===== src/rtl/imem_arbiter_pkg.sv =====
// Shared constants and types for the instruction-memory arbiter.
package imem_arbiter_pkg;

  localparam int ADDR_W = 6;   // 64-word instruction memory
  localparam int DATA_W = 32;  // instruction width

  // Which port the read response in flight belongs to.
  typedef enum logic [1:0] {
    OWN_NONE  = 2'd0,
    OWN_FETCH = 2'd1,
    OWN_LOAD  = 2'd2
  } owner_e;

  // Owner of the response produced by this cycle's grant.
  // Loader writes produce no response.
  function automatic owner_e next_owner(input logic fetch_gnt,
                                        input logic load_gnt,
                                        input logic load_we);
    if (fetch_gnt)               return OWN_FETCH;
    else if (load_gnt && !load_we) return OWN_LOAD;
    else                         return OWN_NONE;
  endfunction

endpackage


===== src/rtl/imem_arbiter_if.sv =====
// Bus bundle between fetch stage, program loader, instruction memory
// and the arbiter. master = requesters + memory, slave = arbiter.
interface imem_arbiter_if;
  import imem_arbiter_pkg::*;

  // fetch port
  logic              fetch_req;
  logic [ADDR_W-1:0] fetch_addr;
  logic              fetch_kill;
  logic              fetch_gnt;
  logic              fetch_rvalid;
  logic [DATA_W-1:0] fetch_rdata;

  // loader port
  logic              load_req;
  logic              load_we;
  logic [ADDR_W-1:0] load_addr;
  logic [DATA_W-1:0] load_wdata;
  logic              load_gnt;
  logic              load_rvalid;
  logic [DATA_W-1:0] load_rdata;

  // memory side
  logic [ADDR_W-1:0] mem_addr;
  logic              mem_we;
  logic [DATA_W-1:0] mem_wdata;
  logic [DATA_W-1:0] mem_rdata;

  modport master (
    output fetch_req, fetch_addr, fetch_kill,
    input  fetch_gnt, fetch_rvalid, fetch_rdata,
    output load_req, load_we, load_addr, load_wdata,
    input  load_gnt, load_rvalid, load_rdata,
    input  mem_addr, mem_we, mem_wdata,
    output mem_rdata
  );

  modport slave (
    input  fetch_req, fetch_addr, fetch_kill,
    output fetch_gnt, fetch_rvalid, fetch_rdata,
    input  load_req, load_we, load_addr, load_wdata,
    output load_gnt, load_rvalid, load_rdata,
    output mem_addr, mem_we, mem_wdata,
    input  mem_rdata
  );

endinterface


===== src/rtl/imem_starve_ctr.sv =====
// Saturating count of consecutive refused loader cycles; raises
// force_load once the loader has waited LIMIT cycles.
module imem_starve_ctr #(
  parameter int LIMIT = 4,
  parameter int CW    = $clog2(LIMIT + 1)
) (
  input  logic CLK,
  input  logic RST_N,
  input  logic load_req,
  input  logic load_gnt,
  output logic force_load
);

  localparam logic [CW-1:0] LIM = CW'(LIMIT);

  logic [CW-1:0] cnt;

  // Count refusals; any grant or dropped request restarts the wait.
  always_ff @(posedge CLK or negedge RST_N) begin
    if (!RST_N)                    cnt <= '0;
    else if (!load_req || load_gnt) cnt <= '0;
    else if (cnt != LIM)           cnt <= cnt + CW'(1);
  end

  assign force_load = load_req && (cnt == LIM);

endmodule


===== src/rtl/imem_arbiter.sv =====
// Shares one 64x32 instruction memory between fetch and the program
// loader. Fetch wins by default; the loader is forced through after
// STARVE_LIMIT refused cycles. Read responses come back one cycle
// after the grant on the port that issued them.
module imem_arbiter
  import imem_arbiter_pkg::*;
#(
  parameter int STARVE_LIMIT = 4
) (
  input  logic          CLK,
  input  logic          RST_N,
  imem_arbiter_if.slave bus
);

  if (STARVE_LIMIT < 1) begin : g_bad_limit
    $error("imem_arbiter: STARVE_LIMIT must be >= 1");
  end

  logic              force_load;
  logic              fetch_gnt;
  logic              load_gnt;
  logic              load_rd;
  logic [ADDR_W-1:0] mem_addr;
  logic [ADDR_W-1:0] addr_q;
  owner_e            owner_q;
  logic              kill_q;
  logic [DATA_W-1:0] fetch_rdata_q;
  logic [DATA_W-1:0] load_rdata_q;

  imem_starve_ctr #(.LIMIT(STARVE_LIMIT)) u_starve (
    .CLK        (CLK),
    .RST_N      (RST_N),
    .load_req   (bus.load_req),
    .load_gnt   (load_gnt),
    .force_load (force_load)
  );

  // Single grant per cycle: fetch first unless the loader is starved.
  always_comb begin
    fetch_gnt = bus.fetch_req & ~force_load;
    load_gnt  = bus.load_req & (force_load | ~bus.fetch_req);
    load_rd   = load_gnt & ~bus.load_we;
  end

  // Address mux; idle cycles keep presenting the last granted address.
  always_comb begin
    mem_addr = addr_q;
    if (load_gnt)       mem_addr = bus.load_addr;
    else if (fetch_gnt) mem_addr = bus.fetch_addr;
  end

  // Remember the last granted address for idle cycles.
  always_ff @(posedge CLK or negedge RST_N) begin
    if (!RST_N)                     addr_q <= '0;
    else if (fetch_gnt || load_gnt) addr_q <= mem_addr;
  end

  // Response owner and kill flag for the access ending this cycle.
  always_ff @(posedge CLK or negedge RST_N) begin
    if (!RST_N) begin
      owner_q <= OWN_NONE;
      kill_q  <= 1'b0;
    end else begin
      owner_q <= next_owner(fetch_gnt, load_gnt, bus.load_we);
      kill_q  <= fetch_gnt & bus.fetch_kill;
    end
  end

  // Capture memory data into the issuing port's register; the other
  // port's register holds. Killed fetches still capture, only rvalid
  // is suppressed.
  always_ff @(posedge CLK or negedge RST_N) begin
    if (!RST_N) begin
      fetch_rdata_q <= '0;
      load_rdata_q  <= '0;
    end else begin
      if (fetch_gnt) fetch_rdata_q <= bus.mem_rdata;
      if (load_rd)   load_rdata_q  <= bus.mem_rdata;
    end
  end

  assign bus.fetch_gnt    = fetch_gnt;
  assign bus.load_gnt     = load_gnt;
  assign bus.mem_addr     = mem_addr;
  assign bus.mem_we       = load_gnt & bus.load_we;
  assign bus.mem_wdata    = bus.load_wdata;
  assign bus.fetch_rvalid = (owner_q == OWN_FETCH) & ~kill_q;
  assign bus.fetch_rdata  = fetch_rdata_q;
  assign bus.load_rvalid  = (owner_q == OWN_LOAD);
  assign bus.load_rdata   = load_rdata_q;

endmodule

===== src/flat_wrapper.sv =====
// flat-port wrapper written by rule: the top's interface ports become plain ports
module imem_arbiter_flat import imem_arbiter_pkg::*;
#(
  parameter int STARVE_LIMIT = 4
)
  (CLK, RST_N, bus_fetch_req, bus_fetch_addr, bus_fetch_kill, bus_fetch_gnt, bus_fetch_rvalid, bus_fetch_rdata, bus_load_req, bus_load_we, bus_load_addr, bus_load_wdata, bus_load_gnt, bus_load_rvalid, bus_load_rdata, bus_mem_addr, bus_mem_we, bus_mem_wdata, bus_mem_rdata);
  imem_arbiter_if bus_i ();
  input  logic CLK;
  input  logic RST_N;
  input wire logic [$bits(bus_i.fetch_req)-1:0] bus_fetch_req;
  input wire logic [$bits(bus_i.fetch_addr)-1:0] bus_fetch_addr;
  input wire logic [$bits(bus_i.fetch_kill)-1:0] bus_fetch_kill;
  output wire logic [$bits(bus_i.fetch_gnt)-1:0] bus_fetch_gnt;
  output wire logic [$bits(bus_i.fetch_rvalid)-1:0] bus_fetch_rvalid;
  output wire logic [$bits(bus_i.fetch_rdata)-1:0] bus_fetch_rdata;
  input wire logic [$bits(bus_i.load_req)-1:0] bus_load_req;
  input wire logic [$bits(bus_i.load_we)-1:0] bus_load_we;
  input wire logic [$bits(bus_i.load_addr)-1:0] bus_load_addr;
  input wire logic [$bits(bus_i.load_wdata)-1:0] bus_load_wdata;
  output wire logic [$bits(bus_i.load_gnt)-1:0] bus_load_gnt;
  output wire logic [$bits(bus_i.load_rvalid)-1:0] bus_load_rvalid;
  output wire logic [$bits(bus_i.load_rdata)-1:0] bus_load_rdata;
  output wire logic [$bits(bus_i.mem_addr)-1:0] bus_mem_addr;
  output wire logic [$bits(bus_i.mem_we)-1:0] bus_mem_we;
  output wire logic [$bits(bus_i.mem_wdata)-1:0] bus_mem_wdata;
  input wire logic [$bits(bus_i.mem_rdata)-1:0] bus_mem_rdata;
  assign bus_i.fetch_req = bus_fetch_req;
  assign bus_i.fetch_addr = bus_fetch_addr;
  assign bus_i.fetch_kill = bus_fetch_kill;
  assign bus_fetch_gnt = bus_i.fetch_gnt;
  assign bus_fetch_rvalid = bus_i.fetch_rvalid;
  assign bus_fetch_rdata = bus_i.fetch_rdata;
  assign bus_i.load_req = bus_load_req;
  assign bus_i.load_we = bus_load_we;
  assign bus_i.load_addr = bus_load_addr;
  assign bus_i.load_wdata = bus_load_wdata;
  assign bus_load_gnt = bus_i.load_gnt;
  assign bus_load_rvalid = bus_i.load_rvalid;
  assign bus_load_rdata = bus_i.load_rdata;
  assign bus_mem_addr = bus_i.mem_addr;
  assign bus_mem_we = bus_i.mem_we;
  assign bus_mem_wdata = bus_i.mem_wdata;
  assign bus_i.mem_rdata = bus_mem_rdata;
  imem_arbiter #(.STARVE_LIMIT(STARVE_LIMIT)) u_core (.CLK(CLK), .RST_N(RST_N), .bus(bus_i));
endmodule

===== config.mk =====
export PLATFORM = sky130hd
export DESIGN_NAME = imem_arbiter_flat
export DESIGN_NICKNAME = d
export VERILOG_FILES = /design/src/rtl/imem_arbiter_pkg.sv /design/src/rtl/imem_arbiter_if.sv /design/src/rtl/imem_starve_ctr.sv /design/src/rtl/imem_arbiter.sv /design/src/flat_wrapper.sv
export SDC_FILE = /design/constraint.sdc
export NUM_CORES = 1
export LEC_CHECK = 0
export ABC_CLOCK_PERIOD_IN_PS = 1900
export BUFFER_PORTS_ARGS = -buffer_cell sky130_fd_sc_hd__buf_2
export CAP_MARGIN = 20
export CORE_MARGIN = 2
export CORE_UTILIZATION = 40
export DETAILED_ROUTE_END_ITERATION = 8
export PLACE_DENSITY = 0.78
export RECOVER_POWER = 100
export SYNTH_ARGS = -nofsm -noshare
export SYNTH_HDL_FRONTEND = slang
export SYNTH_HIERARCHICAL = 1
export SYNTH_SLANG_ARGS = --single-unit
export TNS_END_PERCENT = 5

===== constraint.sdc =====
create_clock -name CLK -period 1.9 [get_ports CLK]
set_clock_uncertainty 0.15 [all_clocks]
set_input_delay 0.095 -clock CLK [delete_from_list [all_inputs] [get_ports CLK]]
set_output_delay 0.095 -clock CLK [all_outputs]
set_load 0.05 [all_outputs]

==> metrics.md <==
| Metric | Value |
|---|---|
| Status | `finished with violations` |
| Failing checks | `setup timing` |
| Tightest Pin Transition | `approximately 1 ns` |
| Hold Fails Final Rpt | `0` |
| Commonest cells in the netlist | `nand2_1 (102), dfrtp_1 (76), buf_4 (34), mux2_4 (29), o21ai_0 (12)` |
| Die height | `approximately 96 um` |
| Final RePlAce weighted congestion | `0.703` |
| Distinct cells, synth | `28` |
| Leading area contributor after synthesis | `dfrtp_1` |
| Synth Flop Type | `dfrtp_1` |
| CTS H-Tree Depth | `3` |
| Vias | `2663` |
| RSZ-0062 raised after global routing | `true` |
| FF+latch count, synth | `76` |
| Hold Crit Class | `in2out` |
| CTS Buf Count | `9` |
| Crit-path max cell delay | `approximately 0.38 ns` |
| Max IR drop VDD | `around 0.52 mV` |
| Vias in the first global route | `between 2000 and 3000` |
| Worst EP required | `~1.7 ns` |
| Number of detailed-route iterations in the first pass | `4` |
| DRT Wirelength | `about 8.6 mm` |
| # rows | `33` |
| Hold Path Stages | `0` |
| Crit-path cells | `inv_2 -> ha_4 -> and3_4 -> nand2b_4 -> inv_6 -> buf_12 -> nand2_4 -> o21ai_4 -> buf_6` |
| Share of the synthesized area in the top cell type | `a little under three fifths` |
| Ports | `about 190` |
| Period utilization | `107%` |
| Fin. max-slew vios | `0` |
| Syn nets | `381` |
| R2r worst-path depth | `8` |
| Clock Pin Slew Worst Setup and Hold Paths | `approximately 0.08 ns` |
| First-pass GRT wire length | `between 10 and 15 mm` |
| Initial DRC count | `77` |
| # port buffers | `124` |
| Worst hold slack | `0.0400 ns` |
| Arrival @ worst endpoint | `1.79 ns` |
| Number of max-cap violations | `0` |
| Initial core utilization | `between 40% and 50%` |
| Top Family by Delay on Critical Path | `buffers and inverters` |
| Worst-skew pair later-pin latency | `~0.34 ns` |
| Remaining antenna violation count after routing | `0` |
| Clk buf depth | `2` |
| DP Wirelength | `between 5 and 6 mm` |
| Nets@finish | `~540` |
| Top cells by area, synth | `dfrtp_1 (56%), mux2_4 (13%), nand2_1 (11%), buf_4 (7.6%), mux2i_1 (1.8%)` |
| Sequential cell area | `~1900 um2` |
| CTS tree | `yes` |
| DRC violations left | `0` |
| Rel. slew slack | `35.3%` |
| Vias per cell | `~4.7` |
| Mapped Area | `roughly 3400 um2` |
| Fmax | `between 0.4 and 0.5 GHz` |
| Die width | `roughly 96 um` |
| Wire per inst | `15.3 um` |
| Syn avg cell area | `11.4 um2` |
| CP Class | `reg2out` |
| Clk sink count | `76` |
| Max Fanout on Critical Path | `8` |
| Slowest cell on crit path | `dfrtp_1` |
| Area grow syn2layout | `42.4%` |
| Critical path depth | `9` |
| Die ar. | `just over 9000 um2` |
| Clk root buf | `clkbuf_8` |
| Worst path bufs/invs | `4` |
| P per Cell Area | `roughly 980 nW/um2` |
| ANT cells | `0` |
| Mapped Cells | `roughly 300` |
| Initial antenna violation count | `0` |
| Final setup margin | `-0.133 ns` |
| Grt total ovfl | `0` |
| Number of synthesized flops with an enable pin | `0` |
| Top-count cell post-synth | `nand2_1` |
| Setup TNS | `-1.15 ns` |
| Overall Global Routing Usage | `about a fifth` |
| Largest net degree at the start of global routing | `approximately 40` |
| Worst setup EP type | `primary output` |
| Fillers | `roughly 700` |
| Post-synth ARST share | `100%` |
| Power Total | `0.00470 W` |
| Static Leakage | `~2.4 nW` |
| Post-synthesis sequential area ratio | `a little under three fifths` |
| Final setup fails | `35` |
| Critical Path Source Type | `flop` |
| Ys Warns | `6` |
| Ratio of cells with drive above 1 in the final layout | `roughly a third` |
| Multi-input logic area | `1280 um2` |
| Crit path time final | `2.03 ns` |
| Core Area | `a little over 8000 um2` |
## sequential cells by signal (all words and copies together), names as in the netlist
register,cells
u_core/addr_q,6
u_core/bus.fetch_rdata,32
u_core/bus.load_rdata,32
u_core/kill_q,1
u_core/owner_q,2
u_core/u_starve/cnt,3
## metrics by stage
stage | std cells | util [%] | area, um2 | worst slack, ns
finish | 563 | 58.5 | 4800 | -0.133
global route | 563 | 58.5 | 4800 | -0.200
floorplan | 297 | - | 3460 | -0.000355
CTS | 562 | 59.5 | 4890 | -0.143
global placement | 498 | 49.6 | 4080 | -0.0742
detailed placement | 498 | 49.6 | 4080 | -0.106
## final cells by class
type | count | area share, %
clock inverters | 5 | 0.807
flip-flops and latches | 76 | 39.6
clock buffers | 11 | 2.73
repair buffers | 190 | 27.0
inverters | 4 | 0.417
multi-input cells | 172 | 26.7
well taps | 105 | 2.73
## path summary, 6_finish.rpt
path | from | end | slack (ns)
min in group asynchronous | RST_N | u_core/bus.load_rdata[4] | 0.29
hold / removal | bus_load_wdata[31] | bus_mem_wdata[31] | 0.04
setup / recovery | u_core/u_starve/cnt[1] | bus_mem_addr[4] | -0.13
max in group asynchronous | RST_N | u_core/u_starve/cnt[0] | 0.27
setup reg to reg | u_core/u_starve/cnt[0] | u_core/bus.load_rdata[5] | -0.02
hold reg to reg | u_core/bus.fetch_rdata[27] | u_core/bus.fetch_rdata[27] | 0.33
## report_power, final
part	internal, W	switching, W	total [W]
clock	0.000477	0.000590	0.00107
combinational	0.000516	0.00115	0.00167
sequential	0.00184	0.000130	0.00197
## routing by layer
metal  global-route usage (%)  vias to the layer above  share of wire, %
li1                         -                     1232                 -
met1                     21.1                     1274                39
met2                     34.8                      127                51
met3                     4.86                       30               7.1
met4                     8.33                        0               2.6
met5                        0                        -                 0
## kinds of logic after synthesis
logic type | Yosys count | synth area share, %
flops | 76 | 56.4
buf+inv | 49 | 10.1
mux | 38 | 15.7
simple gates | 116 | 14.5
fa+ha+maj | 2 | 0.741
compound gates | 16 | 2.63
## placed cells by master (no fill, tap or decap), types with 7 or more instances in the layout
master,n
clkbuf_8,9
dlygate4sd3_1,45
mux2_4,32
dfrtp_1,76
buf_2,48
nand2_1,96
buf_6,7
buf_4,13
clkbuf_1,67
## what timing repair did
| action | in CTS | in global routing |
|---|---|---|
| gates cloned | 1 | 0 |
| setup endpoints to repair | 67 | 41 |
| hold buffers | 45 | 0 |
| setup buffers | 2 | 1 |
| hold endpoints to repair | 126 | 0 |
| gates resized for setup | 45 | 2 |
| pin swaps | 13 | 0 |
Note: power is estimated with default switching activity, not from simulation.
